File: src/rtl/ef_apb_initiator.sv
// ef_apb_initiator
// ----------------
// APB3 bus master. Each command accepted on the cmd_* valid/ready stream
// becomes a single APB transfer (SETUP then ACCESS). Its result is returned on
// the rsp_* valid/ready stream. A wait counter bounds the ACCESS phase so that
// a slave which never raises PREADY cannot stall the initiator.
//
// Ports
//   PCLK, PRESETn          clock (rising edge), asynchronous active-low reset
//   cmd_valid/cmd_ready    command handshake; cmd_ready is high only in IDLE
//   cmd_write/addr/wdata   command payload, latched on acceptance
//   rsp_valid/rsp_ready    response handshake
//   rsp_rdata              read data (0 for writes and timeouts)
//   rsp_err                PSLVERR at completion, or timeout
//   rsp_timeout            transfer aborted by the wait counter
//   busy                   initiator is not idle
//   PSEL..PSLVERR          APB3 master interface
module ef_apb_initiator #(
    parameter int AW      = 16,
    parameter int DW      = 32,
    parameter int TIMEOUT = 255
) (
    input  logic          PCLK,
    input  logic          PRESETn,
    input  logic          cmd_valid,
    output logic          cmd_ready,
    input  logic          cmd_write,
    input  logic [AW-1:0] cmd_addr,
    input  logic [DW-1:0] cmd_wdata,
    output logic          rsp_valid,
    input  logic          rsp_ready,
    output logic [DW-1:0] rsp_rdata,
    output logic          rsp_err,
    output logic          rsp_timeout,
    output logic          busy,
    output logic          PSEL,
    output logic          PENABLE,
    output logic          PWRITE,
    output logic [AW-1:0] PADDR,
    output logic [DW-1:0] PWDATA,
    input  logic [DW-1:0] PRDATA,
    input  logic          PREADY,
    input  logic          PSLVERR
);

    localparam int CW = (TIMEOUT < 1) ? 1 : $clog2(TIMEOUT + 1);
    localparam logic [CW-1:0] CNT_LAST = (TIMEOUT > 0) ? CW'(TIMEOUT - 1) : '0;
    localparam logic [CW-1:0] CNT_MAX  = '1;

    typedef enum logic [1:0] {
        IDLE,
        SETUP,
        ACCESS,
        RESP
    } state_t;

    logic [1:0]    r_rstSync;
    logic          w_rstN;
    state_t        r_state;
    logic [CW-1:0] r_count;
    logic          r_psel;
    logic          r_penable;
    logic          r_pwrite;
    logic [AW-1:0] r_paddr;
    logic [DW-1:0] r_pwdata;
    logic          r_rspValid;
    logic [DW-1:0] r_rspRdata;
    logic          r_rspErr;
    logic          r_rspTimeout;
    logic          r_busy;

    // Reset synchroniser: assertion reaches the FSM immediately through the
    // asynchronous clear, release is aligned to PCLK two edges later.
    always_ff @(posedge PCLK or negedge PRESETn) begin
        if (!PRESETn) begin
            r_rstSync <= 2'b00;
        end else begin
            r_rstSync <= {r_rstSync[0], 1'b1};
        end
    end

    assign w_rstN = r_rstSync[1];

    // Transfer FSM. Every interface output is a register updated here.
    always_ff @(posedge PCLK or negedge w_rstN) begin
        if (!w_rstN) begin
            r_state      <= IDLE;
            r_count      <= '0;
            r_psel       <= 1'b0;
            r_penable    <= 1'b0;
            r_pwrite     <= 1'b0;
            r_paddr      <= '0;
            r_pwdata     <= '0;
            r_rspValid   <= 1'b0;
            r_rspRdata   <= '0;
            r_rspErr     <= 1'b0;
            r_rspTimeout <= 1'b0;
            r_busy       <= 1'b0;
        end else begin
            case (r_state)
                IDLE: begin
                    if (cmd_valid) begin
                        r_pwrite  <= cmd_write;
                        r_paddr   <= cmd_addr;
                        r_pwdata  <= cmd_wdata;
                        r_psel    <= 1'b1;
                        r_penable <= 1'b0;
                        r_busy    <= 1'b1;
                        r_state   <= SETUP;
                    end
                end
                SETUP: begin
                    r_penable <= 1'b1;
                    r_count   <= '0;
                    r_state   <= ACCESS;
                end
                ACCESS: begin
                    if (PREADY) begin
                        r_rspRdata   <= r_pwrite ? '0 : PRDATA;
                        r_rspErr     <= PSLVERR;
                        r_rspTimeout <= 1'b0;
                        r_psel       <= 1'b0;
                        r_penable    <= 1'b0;
                        r_rspValid   <= 1'b1;
                        r_state      <= RESP;
                    end else if ((TIMEOUT != 0) && (r_count == CNT_LAST)) begin
                        // Abort: the slave has held PREADY low for TIMEOUT cycles.
                        r_rspRdata   <= '0;
                        r_rspErr     <= 1'b1;
                        r_rspTimeout <= 1'b1;
                        r_psel       <= 1'b0;
                        r_penable    <= 1'b0;
                        r_rspValid   <= 1'b1;
                        r_state      <= RESP;
                    end else if (r_count != CNT_MAX) begin
                        r_count <= r_count + 1'b1;
                    end
                end
                RESP: begin
                    if (rsp_ready) begin
                        r_rspValid <= 1'b0;
                        r_busy     <= 1'b0;
                        r_state    <= IDLE;
                    end
                end
                default: begin
                    r_state <= IDLE;
                end
            endcase
        end
    end

    assign cmd_ready   = (r_state == IDLE);
    assign PSEL        = r_psel;
    assign PENABLE     = r_penable;
    assign PWRITE      = r_pwrite;
    assign PADDR       = r_paddr;
    assign PWDATA      = r_pwdata;
    assign rsp_valid   = r_rspValid;
    assign rsp_rdata   = r_rspRdata;
    assign rsp_err     = r_rspErr;
    assign rsp_timeout = r_rspTimeout;
    assign busy        = r_busy;

endmodule

File: config.mk
export PLATFORM = sky130hd
export DESIGN_NAME = ef_apb_initiator
export DESIGN_NICKNAME = d
export VERILOG_FILES = /design/src/rtl/ef_apb_initiator.sv
export SDC_FILE = /design/constraint.sdc
export NUM_CORES = 1
export LEC_CHECK = 0
export ABC_CLOCK_PERIOD_IN_PS = 4890
export BUFFER_PORTS_ARGS = -buffer_cell sky130_fd_sc_hd__buf_2
export CAP_MARGIN = 20
export CORE_UTILIZATION = 30
export DETAILED_ROUTE_END_ITERATION = 8
export PLACE_DENSITY = 0.61
export SYNTH_ARGS = -nofsm -noshare
export SYNTH_HDL_FRONTEND = slang
export SYNTH_SLANG_ARGS = --single-unit
File: constraint.sdc
create_clock -name PCLK -period 4.89 [get_ports PCLK]
set_input_delay 0.489 -clock PCLK [delete_from_list [all_inputs] [get_ports PCLK]]
set_output_delay 0.489 -clock PCLK [all_outputs]
set_load 0.03 [all_outputs]
Word-level counts from Yosys, hierarchy flattened. Index checks and enable logic that the tools add are counted.

Register bits after elaboration: 99. Latch bits: 0. Memory bits (writable): 0. ROM bits: 0. Input port bits: 87. Output and inout port bits: 88. Logic and storage cells: 65. Memories: 0.

$add $sub $neg: 1. Multiply operators: 0. Div/mod/pow operators: 0. $lt $le $gt $ge: 0. Equal/unequal tests: 11. Shifts and indexed selects: 0. Mux-type cells: 25. Bitwise gates (word level): 0. Reductions and logical operators: 15.

Operators with widths (number): 32-bit two-way mux (3); 8-bit two-way mux (3); 8-bit one-hot mux with 2 select lines (1); 3-bit AND reduction (5); 2-bit inequality test, second input constant (5); 2-bit nonzero test (5); 1-bit two-way mux (9); 8-bit by 1-bit adder with 8-bit output, second input constant (1); 8-bit equality test, second input constant (1); 2-bit two-way mux (4); 8-bit inequality test, second input constant (1); 2-bit one-hot mux with 4 select lines (1); 1-bit one-hot mux with 2 select lines (3); 2-bit equality test, second input constant (2); 2-bit AND reduction (2); 4-bit AND reduction (1); 3-bit inequality test, second input constant (1); 1-bit one-hot mux with 3 select lines (1); 3-bit nonzero test (1); 2-bit by 1-bit equality test with 1-bit output, second input constant (1); 2-bit logical NOT (1).

Longest topological paths before layout.
Depth after elaboration: 5. Depth in mapped cells: 8.

Worst setup path before layout. OpenSTA, ideal clock, no wires.

Path type: register -> register. Start point: register r_state[0]. End point: register r_paddr[11], in the netlist PADDR[11]. Library setup time: 0.125 ns. Data arrival time: 1.737 ns. Slack: 3.028 ns. Cell stages (with the launch flop): 7. Buffers on the path: 2. Path through: dfrtp_1 > inv_1 > ha_1 > nand2_1 > buf_2 > buf_2 > mux2_2.

Cells in the longest elaborated chain, start to end: 2.

Ends and longest elaborated chain: start, declared (RTL line 59) `state_t r_state;`; start signal, assigned (RTL line 87) `r_state <= IDLE;`; start signal, assigned (RTL line 109) `r_state <= SETUP;`; start signal, assigned (RTL line 115) `r_state <= ACCESS;`; 2-bit logical NOT; via cmd_ready (RTL line 26) `output logic cmd_ready,`; 2-bit AND reduction (no source line); end signal, assigned (RTL line 104) `r_paddr <= cmd_addr;`; end, declared (RTL line 64) `logic [AW-1:0] r_paddr;`.

The timed path passes the listed nets, and every way through them passes these cells. A chain may end at the register's enable or synchronous reset.

Worst setup path in the final report.
Start point: register r_state[0]. End point: register r_count[5].

Cells in the longest elaborated chain, start to end: 3. Elaborated cells between the ends (all ways): 8.

Ends and longest elaborated chain: 2-bit equality test or 2-bit by 1-bit equality test with 1-bit output (tied branches) (RTL line 100) `case (r_state)`; 2-bit inequality test (no source line) or 2-bit nonzero test (tied branches); 4-bit AND reduction (no source line); end signal, assigned (RTL line 136) `r_count <= r_count + 1'b1;`; end, declared (RTL line 60) `logic [CW-1:0] r_count;`.

Parallel ways exist; a longest one is shown, timed or not.

==> run summary <==
The core region is 13,500 um2. The number of nets handed over by synthesis was 411. The count of nets left with antenna violations once routing finished came out at 0. Data arrives at the worst endpoint at 2.80 ns. Dividing the detail-routed wire length by the instance count gives 15.4 um. At the later pin of the worst-skew pair, clock insertion delay measures 0.35 ns. The tools report the total overflow reported by the global router as 0. The number of synthesized flops with an enable pin was 0. The fraction of layout cells with a size suffix above 1 was 50.8%.

The floorplan die area was 14,500 um2; the critical path buffer and inverter count was 2. Static leakage: 3.06 nW. Dominant cell type by area after synthesis: sky130_fd_sc_hd__dfrtp_1. The clock slew at the register clock pins of the worst setup and hold paths is 0.07 ns, and the vias after detailed routing is 3,233. Cell count after synthesis: 317. The logs give 5600 um2 for the post-route cell area and 0 ns for the total negative slack for setup checks.

In this run the core area contains 42 standard-cell rows. The run gives 16,200 um as the global-route wire length before repair. Measured along the x axis, the die boundary spans 121 um. Summing internal, switching and leakage power gives 4.09 mW. The number of pins exceeding their max-slew limit in the final report was 0; the met3 track utilization from global routing was 4.76%. The kind of path behind the tightest hold check is flip-flop to async pin.

Master cell of the clock root buffer: sky130_fd_sc_hd__clkbuf_16. The most critical setup path has its startpoint at r_state[0]. Once the floorplan was initialized, standard cells occupied 31.2% of the core.

Along the worst path, the maximum fanout reaches 35. The final cell count without fillers was 668. In this run the power density over the cells is 729 nW/um2. The placer's final routability congestion estimate is 0.786, and the maximum clock path buffer count is 2. Initial antenna violation count: 0. After detailed routing, the number of remaining DRC violations is 0.

Yosys attributes the largest share of cell area to sky130_fd_sc_hd__dfrtp_1 59%, sky130_fd_sc_hd__mux2_2 14%, sky130_fd_sc_hd__and4b_1 7.6%. Post-CTS timing repair inserted 0 buffers for setup. The part of the cycle the worst path needs works out to 51.7%. The flow ran to the end, and the final reports show no timing, DRC or antenna violations.

Global routing consumed, on the met1 layer, 16.4% of the routing resources. The library cell used most frequently in the layout, excluding fill and tap cells, is sky130_fd_sc_hd__buf_2. Number of search-and-repair iterations in the first detailed-routing pass: 4.

The tightest slew margin relative to the limit was 39.2%. The minimum period implied by the final worst setup slack is 2.53 ns. Walking the worst path, the cells encountered are inv_1 -> ha_1 -> buf_4 -> nor2b_1 -> o21ai_1 -> or4_1 -> o211ai_1. TritonCTS created 9 clock buffers.

The area added between synthesis and finish came out at 32.8%. In the synthesized netlist the dominant register cell turns out to be sky130_fd_sc_hd__dfrtp_1. The top-level port count was 175; the total cell area at the placement stage was 5260 um2. The busiest layer in global routing is met2.

The count of final hold-check violations is 0. In the routed layout, each cell is associated on average with a via count of 4.84. Endpoint of the worst setup timing path: r_count[5].

For the pin with the worst max-slew slack, the measured transition is 0.911 ns. The count of buffers added on input and output ports is 174. In this run the number of cells on the critical path is 7. The total of endpoints with negative setup slack in the final report is 0, and the maximum cell stage delay along the critical path is 0.57 ns.

TritonCTS built the clock tree. Global routing consumed, on the met2 layer, 24.7% of the routing resources. The portion of synthesized cell area occupied by the leading cell type came out at 58.7%. Grouping stages by cell kind, the critical path spends the most delay in simple AND/OR/NAND/NOR gates.

At the worst endpoint, the required time is 5.16 ns. The run gives 0 as the number of warnings reported in the yosys synthesis log. The worst reg-to-reg path cell count was 7. The sort of element at the start of the critical path is a flip-flop. For this block, the routed nets add up to 10,300 um of wire. The worst register-to-register path ends at r_count[5]. In the synthesized netlist the async set-or-reset flop fraction comes to 100%. VDD sags by at most 495 uV.

The die is 121 um tall. The tools report the number of distinct library cell variants in the gate-level netlist after synthesis as 40. Across every metal layer, demand over resource in global routing totals 14.4%. The mapped netlist covers 4220 um2. A synthesized cell averages 13.3 um2. Setup repair after global routing left no endpoint under its margin. The share of the yosys chip area belonging to registers was 58.7%; the final net count was 581. The layout has 1,296 filler cells.

Half-perimeter wire length after detailed placement: 7150 um. CTS built an H-tree with a depth of 3. The classification of the worst setup path was flip-flop to flip-flop. The first routing iteration left 123 violations.

Entering global routing, the biggest net connects 72 pins. Derived from the worst setup path, the maximum achievable clock frequency is 395 MHz. The run gives 0.00567 ns as the maximum clock skew at final layout. The top cell types in the final layout, fill and taps aside, are 174 x sky130_fd_sc_hd__buf_2, 98 x sky130_fd_sc_hd__dfrtp_1, 51 x sky130_fd_sc_hd__mux2_2, 32 x sky130_fd_sc_hd__and4b_1, 32 x sky130_fd_sc_hd__a21o_1.

The tool flagged a number of max-cap violations equal to 0. STA classifies the critical path endpoint as a flip-flop. The tools report the number of global-route vias before repair as 3,234.

The post-synthesis sequential element count came out at 99. The number of placed instances, taps included, is 650. The number of clock sinks seen by CTS came out at 99.

The final antenna diode count came out at 0. The worst register-to-register path begins at r_state[0]. The worst register-to-register path has a setup slack of 2.36 ns. The library cell contributing the largest single delay on the critical path is sky130_fd_sc_hd__or4_1.
==> worst min path at each step <==
| stage | to | slack (ns) | cells past startpoint |
|---|---|---|---|
| 5_1_grt | rsp_rdata[0] | 0.29 | 0 |
| 6_report | rsp_rdata[0] | 0.25 | 0 |
| 3_5_place_dp | rsp_rdata[0] | 0.27 | 0 |
| 2_1_floorplan | r_rstSync[0] | 0.19 | 0 |
| 3_3_place_gp | rsp_rdata[0] | 0.26 | 0 |
| 4_1_cts | rsp_rdata[0] | 0.27 | 0 |
==> worst register-to-register path: cells and delay by family, from the launching register on <==
kind                     cells  cell delay, ns
buffers and inverters        2            0.51
adder cells (fa/ha/maj)      1            0.38
AO/OA/AOI/OAI                2            0.38
AND/OR/NAND/NOR              2            0.77
flip-flops                   1            0.42
==> sequential cells by signal, indices dropped and copies added (netlist names) <==
register     cells
rsp_err          1
PWDATA          32
PWRITE           1
r_rstSync        2
rsp_timeout      1
rsp_valid        1
r_state          2
PADDR           16
PSEL             1
r_count          8
busy             1
PENABLE          1
rsp_rdata       32
==> cell usage after synthesis, drive strengths merged (2+ instances only) <==
master and number:
nand4 2, o211ai 5, nand2b 2, buf 4, nor2 3, a21o 32, o21ai 8, ha 7
a2bb2oi 2, mux2 51, inv 13, and4 2, a31oi 2, nand3 8, and4b 32, dfrtp 99
nand2 8, clkbuf 16, a21oi 4
==> area by class of cell <==
class                      count  area [um2]  share of cell area, %
multi-input combinational    185        1610                   28.8
sequential                    99        2480                   44.3
clock inverter                 6        87.6                   1.56
inverter                      13        48.8                  0.871
timing repair buffer         179         923                   16.5
tap                          176         220                   3.93
clock buffer                  10         229                   4.09
==> layer usage <==
layer | routed length, um | part of all wire, % | up-vias
met2 | 5140 | 50 | 124
met1 | 4160 | 41 | 1601
met4 | 219 | 2.1 | 0
li1 | - | - | 1493
met3 | 746 | 7.3 | 15
met5 | 0 | 0 | -
==> per-stage QoR <==
stage	hold slack (ns)	utilization, %	setup WS [ns]
CTS	0.274	41.3	2.35
detailed placement	0.267	38.9	2.34
finish	0.248	41.5	2.36
global route	0.289	41.5	2.17
floorplan	0.193	-	1.93
global placement	0.262	38.9	2.48
==> repair_timing <==
action,in CTS,in global routing
endpoints found under the hold margin,2,0
setup endpoints to repair,0,0
resized for setup,0,0
hold buffers,1,0
==> cell families after synthesis <==
| kind of cell | Yosys count | synth area share (%) |
|---|---|---|
| multiplexers | 51 | 13.6 |
| buffers and inverters | 33 | 3.11 |
| adder cells (fa/ha/maj) | 7 | 2.08 |
| other | 1 | 0.0889 |
| AO/OA/AOI/OAI | 61 | 10.3 |
| flip-flops | 99 | 58.7 |
| AND/OR/NAND/NOR | 65 | 12.1 |
==> report_power, final <==
part / switching, mW / leakage (nW) / internal, mW / total (mW)
combinational: 1.21 / 1.68 / 0.696 / 1.91
clock: 0.316 / 0.157 / 0.450 / 0.766
sequential: 0.223 / 1.22 / 1.19 / 1.41
total: 1.75 / 3.06 / 2.34 / 4.09
(Power assumes the default switching activity.)
